===== config.mk =====
export PLATFORM = sky130hd
export DESIGN_NAME = booth_mult_sequencer
export DESIGN_NICKNAME = d
export VERILOG_FILES = /design/src/rtl/booth_mult_sequencer.sv
export SDC_FILE = /design/constraint.sdc
export NUM_CORES = 1
export LEC_CHECK = 0
export CORE_UTILIZATION = 35
export DETAILED_ROUTE_END_ITERATION = 16
export DONT_BUFFER_PORTS = 1
export PLACE_DENSITY = 0.5
export SLEW_MARGIN = 40
export SYNTH_ARGS = -nofsm -noshare
export SYNTH_HDL_FRONTEND = slang
export SYNTH_SLANG_ARGS = --single-unit

===== constraint.sdc =====
create_clock -name clk -period 6.7 [get_ports clk]
set_clock_uncertainty 0.2 [all_clocks]
set_input_delay 2.01 -clock clk [delete_from_list [all_inputs] [get_ports clk]]
set_output_delay 2.01 -clock clk [all_outputs]
set_load 0.03 [all_outputs]

===== src/rtl/booth_mult_sequencer.sv =====
// Operand FIFO and Start/Ready sequencer for the sequential Booth multiplier.
// Issues one operand pair at a time and returns products in issue order.
module booth_mult_sequencer #(
  parameter int unsigned L_WORD     = 4,
  parameter int unsigned FIFO_DEPTH = 4,
  parameter int unsigned TAG_W      = 2
) (
  input  logic                          clk,
  input  logic                          reset,
  input  logic                          in_valid,
  output logic                          in_ready,
  input  logic [L_WORD-1:0]             in_a,
  input  logic [L_WORD-1:0]             in_x,
  input  logic [TAG_W-1:0]              in_tag,
  output logic                          out_valid,
  input  logic                          out_ready,
  output logic [2*L_WORD-1:0]           out_product,
  output logic [TAG_W-1:0]              out_tag,
  output logic [L_WORD-1:0]             mult_a,
  output logic [L_WORD-1:0]             mult_x,
  output logic                          mult_start,
  input  logic                          mult_ready,
  input  logic [2*L_WORD-1:0]           mult_product,
  output logic                          busy,
  output logic [$clog2(FIFO_DEPTH):0]   fifo_count
);

  localparam int unsigned PtrW = $clog2(FIFO_DEPTH);
  localparam int unsigned CntW = PtrW + 1;

  typedef enum logic [1:0] {StIdle, StIssue, StWait} state_e;

  state_e state_q, state_d;

  logic [L_WORD-1:0] mem_a   [FIFO_DEPTH];
  logic [L_WORD-1:0] mem_x   [FIFO_DEPTH];
  logic [TAG_W-1:0]  mem_tag [FIFO_DEPTH];

  logic [PtrW-1:0] wr_ptr_q, rd_ptr_q;
  logic [CntW-1:0] count_q, count_d;

  logic [L_WORD-1:0]   op_a_q, op_x_q;
  logic [TAG_W-1:0]    op_tag_q;
  logic                out_valid_q, out_valid_d;
  logic [2*L_WORD-1:0] out_product_q;
  logic [TAG_W-1:0]    out_tag_q;

  logic push, pop, capture;

  assign in_ready = (count_q != CntW'(FIFO_DEPTH));
  assign push     = in_valid && in_ready;

  // FIFO storage holds no control state, so it is left out of reset.
  always_ff @(posedge clk) begin
    if (push) begin
      mem_a[wr_ptr_q]   <= in_a;
      mem_x[wr_ptr_q]   <= in_x;
      mem_tag[wr_ptr_q] <= in_tag;
    end
  end

  always_comb begin
    count_d = count_q;
    if (push && !pop) begin
      count_d = count_q + CntW'(1);
    end else if (pop && !push) begin
      count_d = count_q - CntW'(1);
    end
  end

  always_comb begin
    state_d = state_q;
    pop     = 1'b0;
    capture = 1'b0;
    unique case (state_q)
      StIdle: begin
        if ((count_q != '0) && mult_ready) begin
          pop     = 1'b1;
          state_d = StIssue;
        end
      end
      StIssue: begin
        state_d = StWait;
      end
      StWait: begin
        if (mult_ready && (!out_valid_q || out_ready)) begin
          capture = 1'b1;
          state_d = StIdle;
        end
      end
      default: state_d = StIdle;
    endcase
  end

  always_comb begin
    out_valid_d = out_valid_q;
    if (capture) begin
      out_valid_d = 1'b1;
    end else if (out_valid_q && out_ready) begin
      out_valid_d = 1'b0;
    end
  end

  always_ff @(posedge clk or posedge reset) begin
    if (reset) begin
      state_q       <= StIdle;
      wr_ptr_q      <= '0;
      rd_ptr_q      <= '0;
      count_q       <= '0;
      op_a_q        <= '0;
      op_x_q        <= '0;
      op_tag_q      <= '0;
      out_valid_q   <= 1'b0;
      out_product_q <= '0;
      out_tag_q     <= '0;
    end else begin
      state_q     <= state_d;
      count_q     <= count_d;
      out_valid_q <= out_valid_d;
      if (push) begin
        wr_ptr_q <= wr_ptr_q + PtrW'(1);
      end
      if (pop) begin
        rd_ptr_q <= rd_ptr_q + PtrW'(1);
        op_a_q   <= mem_a[rd_ptr_q];
        op_x_q   <= mem_x[rd_ptr_q];
        op_tag_q <= mem_tag[rd_ptr_q];
      end
      if (capture) begin
        out_product_q <= mult_product;
        out_tag_q     <= op_tag_q;
      end
    end
  end

  assign mult_a      = op_a_q;
  assign mult_x      = op_x_q;
  assign mult_start  = (state_q == StIssue);
  assign busy        = (state_q != StIdle);
  assign out_valid   = out_valid_q;
  assign out_product = out_product_q;
  assign out_tag     = out_tag_q;
  assign fifo_count  = count_q;

endmodule

* Word-level counts from Yosys, hierarchy flattened
Memory sizes are Yosys's and may differ from the RTL's. A register that Yosys moved wholly into a read port is not among the register bits.
Index checks and enable logic that the tools add are counted.
** Word-level totals
- Flip-flop bits (word level) :: 20
- Bits in latches :: 0
- Memory bits (writable) :: 40
- Memory bits (read-only) :: 0
- Input bits :: 23
- Output and inout port bits :: 25
- Logic and storage cells :: 48
- Memories kept :: 3
** Memory list
- mem_a :: depth 4, bits a word 4, rd ports 1, clocked after Yosys merged registers in 1, write ports 1, line 35 : logic [L_WORD-1:0] mem_a [FIFO_DEPTH];
- mem_x :: depth 4, bits a word 4, rd ports 1, clocked after Yosys merged registers in 1, write ports 1, line 36 : logic [L_WORD-1:0] mem_x [FIFO_DEPTH];
- mem_tag :: depth 4, bits a word 2, rd ports 1, clocked after Yosys merged registers in 1, write ports 1, line 37 : logic [TAG_W-1:0] mem_tag [FIFO_DEPTH];
** Cells by class
- $add $sub $neg :: 4
- Multiply operators :: 0
- Div/mod/pow operators :: 0
- Magnitude comparators :: 0
- Equal/unequal tests :: 5
- Shifts and indexed selects :: 0
- Mux-type cells :: 13
- Bitwise gates (word level) :: 0
- Reduce and logical (&&, ||, !) cells :: 16
** Operators with widths (count)
- $mux W1 :: 8
- $logic_and A1 B1 Y1 :: 6
- $mux W3 :: 2
- $pmux W2 S3 :: 1
- $reduce_bool A2 Y1 :: 3
- $add A2 B1 Y2 const B :: 2
- $mux W2 :: 2
- $ne A2 B2 Y1 const B :: 2
- $add A3 B1 Y3 const B :: 1
- $logic_not A1 Y1 :: 3
- $ne A3 B3 Y1 const B :: 1
- $reduce_bool A3 Y1 :: 1
- $sub A3 B1 Y3 const B :: 1
- $eq A2 B1 Y1 const B :: 1
- $eq A2 B2 Y1 const B :: 1
- $logic_not A2 Y1 :: 1
- $reduce_and A2 Y1 :: 1
- $logic_or A1 B1 Y1 :: 1

* Longest topological paths before layout
- Depth in word-level cells :: 7
- Gate-level depth with buffers :: 11
- Mapped depth without buffers :: 9

* Least setup slack after synthesis
OpenSTA, ideal clock, no wires.
- Path kind :: input-to-reg
- Start point :: input mult_ready
- End point :: register count_q[2], in the netlist fifo_count[2]
- Library setup time :: 0.081 ns
- Arrival time :: 3.434 ns
- Required time :: 6.419 ns
- Setup slack :: 2.985 ns
- Cell stages on the path :: 10
- Path buffers :: 2
- Cells stage by stage :: and3b_1 > buf_6 > buf_12 > inv_1 > ha_1 > inv_1 > fa_1 > xor2_1 > nor2_1 > xor2_1
** On the way
- Cells in the longest elaborated chain, start to end :: 6
- Elaborated cells on any way between the ends :: 8
- Those cells by class :: 3 x mux; 5 x reduce/logical
** RTL lines
- start, declared :: line 22 : input logic mult_ready,
- $logic_and A1 B1 Y1 (*) :: line 77 : if ((count_q != '0) && mult_ready) begin
- $mux W1 (*) :: line 77
- $mux W1 (*) :: line 75 : unique case (state_q)
- $logic_not A1 Y1 :: line 64 : if (push && !pop) begin
- $logic_and A1 B1 Y1 :: line 64
- $mux W3 or $reduce_bool A2 Y1 (tied branches)
- end signal, assigned :: line 118 : count_q <= count_d;
- end, declared :: line 40 : logic [CntW-1:0] count_q, count_d;
Every way passes the cells marked *; elsewhere a longest branch is shown, timed or not.
A chain may end at the register's enable or synchronous reset.

* Final worst setup path
- Start point :: input mult_ready
- End point :: register count_q[1], in the netlist fifo_count[1]
** On the way
- Cells in the longest elaborated chain, start to end :: 6
- Elaborated cells on any way between the ends :: 8
- Those cells by class :: 3 x mux; 5 x reduce/logical
** RTL lines (line)
- $logic_and A1 B1 Y1 :: 77
- $mux W1 :: 77
- $mux W1 :: 75
- $logic_not A1 Y1 :: 64
- $logic_and A1 B1 Y1 :: 64
- $mux W3 :: 64
- net count_d[1] :: 40
The timed path passes the listed nets, and every way through them passes these cells.

==> metrics.md <==
| Metric | Value |
|---|---|
| Status | `completed` |
| Maximum VDD drop | `0.199 mV` |
| Slew of the pin with the lowest slew margin | `0.742 ns` |
| Xor and xnor fraction of the mapped netlist area | `0.0188` |
| Register area share after synthesis | `0.700` |
| Largest family of logic cells by synthesized area | `multiplexers` |
| Type of the worst min-delay path | `reg2reg` |
| IO Count | `48` |
| Hold path start | `op_tag_q[1]` |
| Switching part of the total | `0.360` |
| Fin crit share | `0.553` |
| Final core utilization | `0.398` |
| H-tree lvl count | `3` |
| Max-Cap Viols | `0` |
| Drt first pass iters | `4` |
| Combinational power share | `0.226` |
| Cell Pwr Density | `510 mW/mm^2` |
| First-pass GRT wire length | `6.77 mm` |
| # clock sinks | `70` |
| Worst reg2reg path startpoint | `fifo_count[0]` |
| Syn Inst Count | `144` |
| Final Hold Viols | `0` |
| Post-CTS Setup Bufs | `0` |
| Count of input and output buffers | `0` |
| Int Power | `1010 uW` |
| Endpoints failing setup | `0` |
| DR WL/cell | `17.3 um` |
| Final Power | `1570 uW` |
| Synth Area in Compound Gates | `0.00583` |
| Syn Area/Cell | `19.4 um^2` |
| NumNets Final | `179` |
| Grt total ovfl | `0` |
| Startpoint Class | `primary input` |
| Post-DRT Antenna Nets | `0` |
| Synth Warn # | `0` |
| Slew Limit Headroom | `0.505` |
| Largest net degree at the start of global routing | `31` |
| Required time worst endpoint | `6.73 ns` |
| Leading cell types in the layout, fill and taps excluded | `edfxtp_1, dfrtp_1, mux2_2` |
| Syn_nets | `173` |
| Post-synth cell types | `26` |
| CTS resizes | `0` |
| Number of synthesized flops with an enable pin | `40` |
| Vias in the first global route | `1255` |
| Crit path kind | `in2reg` |
| Via Count | `1199` |
| Hold slack | `0.312 ns` |
| LEAKAGE | `0.00117 uW` |
| Bufs on Longest Clock Path | `2` |
| Clk root buf | `clkbuf_8` |
| DRT Wirelength | `4.44 mm` |
| Full die area | `0.00833 mm^2` |
| Num rows | `32` |
| Placed cell areas | `0.00286 mm^2` |
| Share of layout cells above drive strength 1 | `0.335` |
| Adder-Cell Fraction of Synth Area | `0.0296` |
| Critical Path End Type | `flip-flop` |
| Start point of the critical path | `mult_ready` |
| Mapped cell area | `0.00279 mm^2` |
| Critical Path Fanout Max | `13` |
| DR vias/cell | `4.67` |
| Die height | `91.3 um` |
| Area Overhead vs Synth | `10.4%` |
| DRT iter0 DRCs | `72` |
| Clock Latency Late Sink | `0.35 ns` |
| CP Data Arrival Time | `3.73 ns` |
| Synthesized flop and latch total | `70` |
| Period minus WS final | `3.71 ns` |
| Fin area | `0.00308 mm^2` |
| Post-Synth Simple-Gate Area | `0.0386` |
| Net switching power | `566 uW` |
| Fmax | `270 MHz` |
| RSZ-0062 raised after global routing | `no` |
| FFs w/ async S/R, synth | `0.429` |
| Total global routing track utilization | `0.117` |
| Max Slew Vio Count | `0` |
| Core region area | `0.00773 mm^2` |
| Post-DP HPWL | `2.93 mm` |
| Drt drc | `0` |
| Clock power frac | `0.229` |
| Most used flip-flop cell after synthesis | `edfxtp_1` |
| Die width | `91.3 um` |
| Num CTS Buffers | `9` |
| Post-synthesis mux area share | `0.180` |
| Antenna violations before repair | `0` |
| Setup TNS | `0 ns` |
| Gpl congestion | `0.696` |
| CTS Hold Buffers Added | `0` |
| Initial Utilization | `0.361` |
| CTS tree | `built` |
| Flop pwr share | `0.545` |
| # diodes | `0` |
| Commonest non-fill, non-tap cell in the layout | `edfxtp_1` |
| Worst-path clk slew | `0.08 ns` |
==> cell usage after synthesis (all sizes together) (2+ instances only) <==
library cell / n / area, um^2
xor2: 4 / 35.0
mux4: 10 / 229
mux2: 22 / 274
ha: 5 / 62.6
inv: 6 / 22.5
nand2b: 2 / 12.5
nor2: 3 / 11.3
edfxtp: 40 / 1200
nand2: 2 / 7.51
buf: 5 / 52.6
and2: 4 / 25.0
xnor2: 2 / 17.5
dfrtp: 30 / 751
==> kinds of logic (layout without fill, tap and decap cells) <==
kind of cell,Yosys count,count (layout)
flops,70,70
fa+ha+maj,6,6
xor+xnor,6,6
compound gates,2,2
mux,32,32
buf+inv,11,22
simple gates,17,17
==> per-stage QoR <==
stage | std cells | setup slack [ns]
6_report | 257 | 2.99
3_3_place_gp | 241 | 2.64
4_1_cts | 257 | 2.97
2_1_floorplan | 144 | 2.99
3_5_place_dp | 241 | 2.60
5_1_grt | 257 | 2.92
==> layout make-up <==
class	instances	area, um^2
clock buffer	10	149
multi-input combinational	63	762
tap	102	128
fill	694	4650
clock inverter	6	66.3
inverter	6	22.5
sequential	70	1950
==> flip-flops by register name, summed over array words and instances (netlist names) <==
signal / flops
mem_a: 16
mem_x: 16
mem_tag: 8
out_product: 8
mult_a: 4
mult_x: 4
fifo_count: 3
op_tag_q: 2
out_tag: 2
rd_ptr_q: 2
state_q: 2
wr_ptr_q: 2
out_valid: 1
==> power by group through the flow <==
stage                     logic, uW  clock network (uW)  registers (uW)
after global placement          349                   0             866
after CTS                       365                 371             863
after detailed placement        363                   0             872
after global routing            391                 393             879
after floorplan                 354                   0             810
final                           354                 360             857
==> routing by layer <==
metal | vias to the layer above | GRT usage | wire, um | part of all wire
met5 | - | 0 | 0 | 0
met4 | 0 | 0.0754 | 104 | 0.023
met3 | 9 | 0.0494 | 314 | 0.071
met2 | 42 | 0.185 | 2250 | 0.51
met1 | 605 | 0.130 | 1770 | 0.40
li1 | 543 | - | - | -
==> worst max-delay path: stages <==
cell and delay (ns):
and3b_1 0.63, inv_1 0.10, ha_1 0.23, inv_1 0.07, fa_1 0.42, mux2_2 0.27
==> path summary, 6_finish.rpt <==
path	to	slack, ns	depth (start not counted)
worst max-delay path	fifo_count[1]	2.99	6
worst min-delay path	op_tag_q[1]	0.31	1
worst max register to register	fifo_count[1]	3.83	7
worst min register to register	op_tag_q[1]	0.31	1
max in group asynchronous	out_product[7]	4.47	1
min in group asynchronous	mult_a[1]	1.42	1
Note: power is estimated with default switching activity, not from simulation.
